**config.mk**
```make
export PLATFORM = sky130hd
export DESIGN_NAME = keystream_xor_cipher
export DESIGN_NICKNAME = d
export VERILOG_FILES = /design/src/rtl/keystream_xor_cipher.sv
export SDC_FILE = /design/constraint.sdc
export NUM_CORES = 1
export LEC_CHECK = 0
export BUFFER_PORTS_ARGS = -buffer_cell sky130_fd_sc_hd__buf_2
export CAP_MARGIN = 20
export CORE_MARGIN = 3
export CORE_UTILIZATION = 45
export CTS_CLUSTER_SIZE = 30
export DETAILED_ROUTE_END_ITERATION = 10
export GPL_TIMING_DRIVEN = 0
export PLACE_DENSITY = 0.7
export SYNTH_ARGS = -nofsm -noshare
export SYNTH_HDL_FRONTEND = slang
export SYNTH_SLANG_ARGS = --single-unit
```
**constraint.sdc**
```tcl
create_clock -name clk -period 7.35 [get_ports clk]
set_clock_uncertainty 0.1 [all_clocks]
set_input_delay 0.3675 -clock clk [delete_from_list [all_inputs] [get_ports clk]]
set_output_delay 0.3675 -clock clk [all_outputs]
set_load 0.05 [all_outputs]
```
**src/rtl/keystream_xor_cipher.sv**
```systemverilog
// Keystream XOR cipher.
// Chaotic key samples are queued in a small FIFO, assembled into OUT_WIDTH-bit
// keystream words, and XORed with plaintext words to produce ciphertext.
// Direct mode uses the low bits of a single sample as the keystream word.
// Threshold mode builds the word one bit per sample, LSB first, where each bit
// is (sample > THRESHOLD).
//
// Assembler states:
//   state     | meaning
//   ----------+----------------------------------------------------------
//   S_COLLECT | popping key samples to build the next keystream word
//   S_HOLD    | keystream word complete, waiting for a plaintext word
module keystream_xor_cipher #(
    parameter int                    DATA_WIDTH = 12,
    parameter int                    OUT_WIDTH  = 8,
    parameter int                    KEY_DEPTH  = 16,
    parameter logic [DATA_WIDTH-1:0] THRESHOLD  = 12'h080
) (
    input  logic                             clk,
    input  logic                             rst_n,
    input  logic [DATA_WIDTH-1:0]            key_in,
    input  logic                             key_valid,
    output logic                             key_ready,
    input  logic [OUT_WIDTH-1:0]             pt_data,
    input  logic                             pt_valid,
    output logic                             pt_ready,
    output logic [OUT_WIDTH-1:0]             ct_data,
    output logic                             ct_valid,
    input  logic                             ct_ready,
    input  logic                             mode,
    input  logic                             clear,
    output logic [$clog2(KEY_DEPTH+1)-1:0]   key_count,
    output logic [15:0]                      byte_count
);

    localparam int CW = $clog2(KEY_DEPTH + 1);
    localparam int PW = $clog2(KEY_DEPTH);
    localparam int BW = $clog2(OUT_WIDTH);
    localparam logic [CW-1:0] DEPTH_C  = CW'(KEY_DEPTH);
    localparam logic [BW-1:0] BIT_LAST = BW'(OUT_WIDTH - 1);

    typedef enum logic {
        S_COLLECT = 1'b0,
        S_HOLD    = 1'b1
    } state_t;

    // Key FIFO storage and pointers
    logic [DATA_WIDTH-1:0] r_mem [KEY_DEPTH];
    logic [PW-1:0]         r_wr_ptr;
    logic [PW-1:0]         r_rd_ptr;
    logic [CW-1:0]         r_count;

    // Assembler state
    state_t                r_state;
    state_t                w_state_nxt;
    logic [BW-1:0]         r_bit_cnt;
    logic [BW-1:0]         w_bit_cnt_nxt;
    logic [OUT_WIDTH-1:0]  r_ks;
    logic [OUT_WIDTH-1:0]  w_ks_nxt;
    logic                  r_active_mode;
    logic                  w_active_mode_nxt;

    // Ciphertext output stage
    logic [OUT_WIDTH-1:0]  r_ct_data;
    logic                  r_ct_valid;
    logic [15:0]           r_byte_count;

    logic                  w_push;
    logic                  w_pop;
    logic                  w_pt_fire;
    logic                  w_ct_fire;
    logic                  w_eff_mode;
    logic [DATA_WIDTH-1:0] w_sample;

    assign key_ready  = (r_count < DEPTH_C);
    assign pt_ready   = (r_state == S_HOLD) && (!r_ct_valid || ct_ready) && !clear;
    assign ct_data    = r_ct_data;
    assign ct_valid   = r_ct_valid;
    assign key_count  = r_count;
    assign byte_count = r_byte_count;

    assign w_push    = key_valid && key_ready && !clear;
    assign w_pt_fire = pt_valid && pt_ready;
    assign w_ct_fire = r_ct_valid && ct_ready;
    assign w_sample  = r_mem[r_rd_ptr];
    // A word that is just starting uses the live mode input; mid-word uses the latched one.
    assign w_eff_mode = (r_bit_cnt == '0) ? mode : r_active_mode;

    // FIFO storage write; contents need no reset since occupancy gates every read
    always_ff @(posedge clk) begin
        if (w_push) begin
            r_mem[r_wr_ptr] <= key_in;
        end
    end

    // FIFO pointers and occupancy, with simultaneous push/pop leaving the count unchanged
    always_ff @(posedge clk or negedge rst_n) begin
        if (!rst_n) begin
            r_wr_ptr <= '0;
            r_rd_ptr <= '0;
            r_count  <= '0;
        end else if (clear) begin
            r_wr_ptr <= '0;
            r_rd_ptr <= '0;
            r_count  <= '0;
        end else begin
            if (w_push) begin
                r_wr_ptr <= r_wr_ptr + PW'(1);
            end
            if (w_pop) begin
                r_rd_ptr <= r_rd_ptr + PW'(1);
            end
            case ({w_push, w_pop})
                2'b10:   r_count <= r_count + CW'(1);
                2'b01:   r_count <= r_count - CW'(1);
                default: r_count <= r_count;
            endcase
        end
    end

    // Assembler state register
    always_ff @(posedge clk or negedge rst_n) begin
        if (!rst_n) begin
            r_state       <= S_COLLECT;
            r_bit_cnt     <= '0;
            r_ks          <= '0;
            r_active_mode <= 1'b0;
        end else begin
            r_state       <= w_state_nxt;
            r_bit_cnt     <= w_bit_cnt_nxt;
            r_ks          <= w_ks_nxt;
            r_active_mode <= w_active_mode_nxt;
        end
    end

    // Assembler next-state: pop and fold samples into the keystream, hand off on plaintext
    always_comb begin
        w_state_nxt       = r_state;
        w_bit_cnt_nxt     = r_bit_cnt;
        w_ks_nxt          = r_ks;
        w_active_mode_nxt = r_active_mode;
        w_pop             = 1'b0;
        if (clear) begin
            w_state_nxt   = S_COLLECT;
            w_bit_cnt_nxt = '0;
            w_ks_nxt      = '0;
        end else begin
            case (r_state)
                S_COLLECT: begin
                    if (r_bit_cnt == '0) begin
                        w_active_mode_nxt = mode;
                    end
                    if (r_count != '0) begin
                        w_pop = 1'b1;
                        if (!w_eff_mode) begin
                            w_ks_nxt    = w_sample[OUT_WIDTH-1:0];
                            w_state_nxt = S_HOLD;
                        end else begin
                            w_ks_nxt[r_bit_cnt] = (w_sample > THRESHOLD);
                            if (r_bit_cnt == BIT_LAST) begin
                                w_bit_cnt_nxt = '0;
                                w_state_nxt   = S_HOLD;
                            end else begin
                                w_bit_cnt_nxt = r_bit_cnt + BW'(1);
                            end
                        end
                    end
                end
                S_HOLD: begin
                    if (w_pt_fire) begin
                        w_state_nxt = S_COLLECT;
                    end
                end
                default: begin
                    w_state_nxt = S_COLLECT;
                end
            endcase
        end
    end

    // Ciphertext register: load on plaintext handshake, hold under backpressure, zero when drained
    always_ff @(posedge clk or negedge rst_n) begin
        if (!rst_n) begin
            r_ct_data  <= '0;
            r_ct_valid <= 1'b0;
        end else if (clear) begin
            r_ct_data  <= '0;
            r_ct_valid <= 1'b0;
        end else if (w_pt_fire) begin
            r_ct_data  <= pt_data ^ r_ks;
            r_ct_valid <= 1'b1;
        end else if (w_ct_fire) begin
            r_ct_data  <= '0;
            r_ct_valid <= 1'b0;
        end
    end

    // Downstream accepted-word counter, wraps naturally at 16 bits
    always_ff @(posedge clk or negedge rst_n) begin
        if (!rst_n) begin
            r_byte_count <= '0;
        end else if (clear) begin
            r_byte_count <= '0;
        end else if (w_ct_fire) begin
            r_byte_count <= r_byte_count + 16'd1;
        end
    end

endmodule

```
======== Word level (Yosys, flattened, before mapping) ========
Memory sizes are Yosys's and may differ from the RTL's.
Index checks and enable logic that the tools add are counted.
word-level totals
  bits in writable memories ............... 192
  output and inout bits ................... 32
  bits of input ports ..................... 27
  word-level logic and storage cells ...... 88
  register bits ........................... 51
  memories kept ........................... 1
operators by class
  bitwise gates (word level) .............. 3
  reductions and logical operators ........ 22
  equality and inequality tests ........... 4
  add/sub/neg operators ................... 6
  $lt $le $gt $ge ......................... 4
  multiplexer cells ....................... 38
memory list
  name   depth  width  read ports  clocked after Yosys merged registers in  write ports  RTL line  source
  r_mem  16     12     1           0                                        1            48        logic [DATA_WIDTH-1:0] r_mem [KEY_DEPTH];
operator list
  cell                     count
  $mux W8                  7
  $mux W16                 2
  $add A16 B1 Y16 const B  1
  $mux W4                  4
  $mux W1                  15
  $mux W3                  5
  $gt A12 B8 Y1 const B    1
  $pmux W5 S2              1
  $reduce_bool A2 Y1       5
  $add A4 B1 Y4 const B    2
  $bwmux W8                1
  $xor A8 B8 Y8            1
  $logic_and A1 B1 Y1      7
  $reduce_bool A3 Y1       2
  $add A5 B1 Y5 const B    1
  $lt A5 B5 Y1 const B     1
  $mux W5                  1
  $reduce_bool A5 Y1       1
  $sub A5 B1 Y5 const B    1
  $lt A3 B4 Y1 const B     1
  $reduce_and A2 Y1        2
  $add A3 B1 Y3 const B    1
  $demux W1 S3             1
  $eq A3 B3 Y1 const B     1
  other kinds (10)         12

======== Longest topological paths before layout ========
  depth after elaboration ................. 9
  mapped depth ............................ 10
  depth with buffers taken out ............ 9

======== Least setup slack after synthesis ========
No wires, ideal clock.
  path kind ............................... reg2reg
  from .................................... register r_count[4] (netlist: key_count[4])
  to ...................................... register r_count[4] (netlist: key_count[4])
  slack ................................... 4.408 ns
  setup time .............................. 0.119 ns
  arrival time ............................ 2.723 ns
  period minus slack after synthesis ...... 2.942 ns
  path buffers ............................ 0
  stages on the path, launching flop included .. 10
  required time ........................... 7.131 ns
  cell sequence ........................... dfrtp_1 -> nor3_1 -> a2111oi_2 -> xnor2_1 -> ha_1 -> or2_2 -> o21a_1 -> o31ai_1 -> o41ai_1 -> o21ba_2
between the ends
  word-level cells in the longest chain between the ends .. 7
  elaborated cells on any way between the ends .. 14
  those cells by class .................... 2 x add/sub; 1 x order compare; 2 x eq/ne; 5 x mux; 4 x reduce/logical
RTL lines
  item                                                  RTL line  source
  start, declared                                       51        logic [CW-1:0] r_count;
  start signal, assigned                                114       2'b10: r_count <= r_count + CW'(1);
  start signal, assigned                                115       2'b01: r_count <= r_count - CW'(1);
  start signal, assigned                                116       default: r_count <= r_count;
  branches (longest 7 deep; another with $lt A5 B5 Y1)  -
Several ways; the timed one is not identified.
A chain may end at the register's enable or synchronous reset.

======== Final worst setup path ========
  from .................................... register r_rd_ptr[1]
  to ...................................... register r_ks[2]
between the ends
  word-level cells in the longest chain between the ends .. 7
RTL lines
  item                    RTL line  source
  start, declared         50        logic [PW-1:0] r_rd_ptr;
  start signal, assigned  111       r_rd_ptr <= r_rd_ptr + PW'(1);
  $mem_v2 Z16 W12 *       -
  $gt A12 B8 Y1           159       w_ks_nxt[r_bit_cnt] = (w_sample > THRESHOLD);
  $bwmux W8               159
  $mux W8 *               155       if (!w_eff_mode) begin
  $mux W8 *               153       if (r_count != '0) begin
  $mux W8 *               148       case (r_state)
  $mux W8 *               143       if (clear) begin
  end signal, assigned    131       r_ks <= w_ks_nxt;
  end, declared           58        logic [OUT_WIDTH-1:0] r_ks;
Mark *: on every way between the ends. The rest lies on a longest branch, timed or not. The select of a mux whose other input is x is not followed.

==> results_dict.tcl <==
set metrics [dict create \
    synth_top_area_share_pct 57.0 \
    syn_avg_cell_area_sq_um 15.4 \
    regArea_sq_um 7040 \
    ys_dominant_reg_cell "edfxtp_1" \
    cp.required_ns 7.64 \
    grt_pass1_vias 5708 \
    wire_per_inst_microns 20.5 \
    totalWireLength_microns 21600 \
    track_usage_pct 18.0 \
    hp-start "pt_data[4]" \
    synth_edf_count 192 \
    critPathKind "reg -> reg" \
    port-buffer-count 58 \
    synth-seq-cells 243 \
    dpl.hpwl_microns 14400 \
    initial_utilization_pct 46.1 \
    htree_levels 1 \
    cts_tree "done" \
    clk_path_buf_depth 3 \
    period_share_pct 42.1 \
    slew_viol_final 0 \
    diodes 0 \
    layout_common_cells "edfxtp_1 (192), buf_2 (63), nor2_1 (55)" \
    max_clock_freq_mhz 323 \
    r2r_start "r_rd_ptr[1]" \
    ys_warn_count 0 \
    final_cell_area_sq_um 11800 \
    coreArea_sq_um 22000 \
    path_max_fanout 10 \
    final_hold_viol_count 0 \
    worst_slew_pin_slew_ns 0.935 \
    syn_area_sq_um 10100 \
    fin_crit_ns 3.10 \
    r2r_slack_ns 4.25 \
    reg2reg_to "r_ks[2]" \
    critPathLaunchType "register" \
    synth_area_leader_cell "edfxtp_1" \
    synthCells 658 \
    final_common_cell "edfxtp_1" \
    synthArstFlopShare_pct 21.0 \
    clk_pin_slew_ns 0.06 \
    first_pass_iters 5 \
    timing.max_cap.violations 0 \
    relSlewSlack_pct 37.6 \
    route.detailed.drc 0 \
    layout-drive-gt1-share_pct 20.6 \
    pwr_density_cell_nw_per_um2 320 \
    leakage_nw 4.20 \
    seq_area_frac_synth_pct 69.6 \
    antenna_left 0 \
    rr_worst_depth 8 \
    end_kind "register" \
    fin_ws_ns 4.25 \
    tns_ns 0 \
    root_buffer "clkbuf_16" \
    dieArea_sq_um 24300 \
    arrival_ns 3.39 \
    hold_path_class "in -> reg" \
    grt_pass1_wl_microns 33600 \
    die_w_microns 156 \
    multi_input_area_sq_um 2900 \
    rows 54 \
    place.gp.congestion 0.826 \
    overflow 0 \
    ir_drop_uv 202 \
    placed_cell_area_sq_um 10900 \
    nets 796 \
    setup_viol 0 \
    cts_sinks 243 \
    num_vias 5910 \
    drtIter0Drc 527 \
    via_per_inst 5.60 \
    cts_buffers 25 \
    synth_area_leaders "edfxtp_1 (57%), dfrtp_1 (13%), mux4_2 (4.7%), mux2i_1 (2.3%), nor2_1 (2.2%)" \
    antenna_found_initial 0 \
    nFillCells 1743 \
    area_delta_synth_final_pct 16.2 \
    rsz0062_at_grt "no" \
    ios 59 \
    cp-startpoint "r_rd_ptr[1]" \
    syn_nets 696 \
    cts_setup_buffers 0 \
    insertion_delay_ns 0.54 \
    status "completed" \
    crit_end "r_ks[2]" \
    fp.dieH_microns 156 \
    pre_cts_ws_ns 4.35 \
    ys_types 55 \
    grt_max_degree 31 \
]
metal layers:
metal	track usage, %	share of wire (%)	up-vias
li1	-	-	2759
met2	29.3	48	187
met3	2.80	6.1	42
met4	3.45	1.8	0
met1	26.2	44	2922
met5	0	0	-
flip-flops by register name, summed over array words and instances (netlist names):
name / flops
byte_count: 16
r_rd_ptr: 4
r_active_mode: 1
r_bit_cnt: 3
key_count: 5
r_ks: 8
ct_data: 8
r_mem: 192
r_state: 1
r_wr_ptr: 4
ct_valid: 1
kinds of logic (layout without fill, tap and decap cells):
group	Yosys count	after routing	share of synthesized area, %
adder cells (fa/ha/maj)	11	11	1.36
AO/OA/AOI/OAI	102	102	7.03
flip-flops	243	243	69.6
AND/OR/NAND/NOR	181	181	8.63
XOR/XNOR	32	32	2.77
multiplexers	51	51	8.62
buffers and inverters	38	156	1.97
layout make-up:
| type | instances | area share [%] |
|---|---|---|
| sequential | 243 | 59.9 |
| multi-input combinational | 377 | 24.7 |
| clock buffer | 29 | 5.45 |
| timing repair buffer | 73 | 3.91 |
| tap | 280 | 2.98 |
| buffer | 29 | 1.40 |
| clock inverter | 16 | 1.39 |
| inverter | 9 | 0.287 |
worst max-delay path, stage by stage (launching register included):
cell       delay, ns
dfrtp_1         0.39
buf_4           0.26
buf_2           0.29
buf_2           0.36
mux4_2          0.35
a22oi_1         0.26
nand3_1         0.42
o2111ai_1       0.36
o2111ai_1       0.14
power breakdown:
part | total, mW | switching, mW | internal, mW
sequential | 1.62 | 0.0596 | 1.56
clock | 1.25 | 0.515 | 0.731
combinational | 0.900 | 0.553 | 0.346
total | 3.76 | 1.13 | 2.63
cell usage after synthesis (all sizes together), types with 3 or more instances:
master / number
dfrtp: 51
a21oi: 21
mux4: 27
a22oi: 9
and3: 5
o211ai: 4
nor2: 58
nand2: 42
o21a: 3
nor3: 13
a21boi: 3
buf: 16
and2: 3
nor4: 16
nand3: 19
o21ai: 23
nand2b: 4
inv: 9
ha: 11
a221oi: 10
nor2b: 6
xor2: 13
edfxtp: 192
clkbuf: 13
o2111ai: 12
a21o: 4
nand4: 7
or2: 3
o21bai: 6
xnor2: 19
mux2i: 23
metrics by stage:
| step | hold slack, ns | cells | utilization (%) | power [mW] |
|---|---|---|---|---|
| 2_1_floorplan | -0.0281 | 658 | - | 2.30 |
| 3_3_place_gp | 0.355 | 996 | 49.0 | 2.52 |
| 3_5_place_dp | 0.274 | 1010 | 49.8 | 2.54 |
| 4_1_cts | 0.0146 | 1056 | 53.5 | 3.78 |
| 5_1_grt | 0.0417 | 1056 | 53.5 | 3.94 |
| 6_report | 0.0219 | 1056 | 53.5 | 3.76 |
worst min path at each step:
stage / depth (start not counted) / to
global route: 3 / ct_data[4]
detailed placement: 1 / byte_count[0]
CTS: 3 / ct_data[4]
floorplan: 0 / byte_count[0]
finish: 3 / ct_data[4]
global placement: 2 / ct_data[4]
what timing repair did:
action,in CTS,in global routing
hold endpoints to repair,21,0
hold buffers,1,0
resized for setup,0,0
setup endpoints to repair,0,0
No activity file was read; power rests on OpenSTA's default activity.
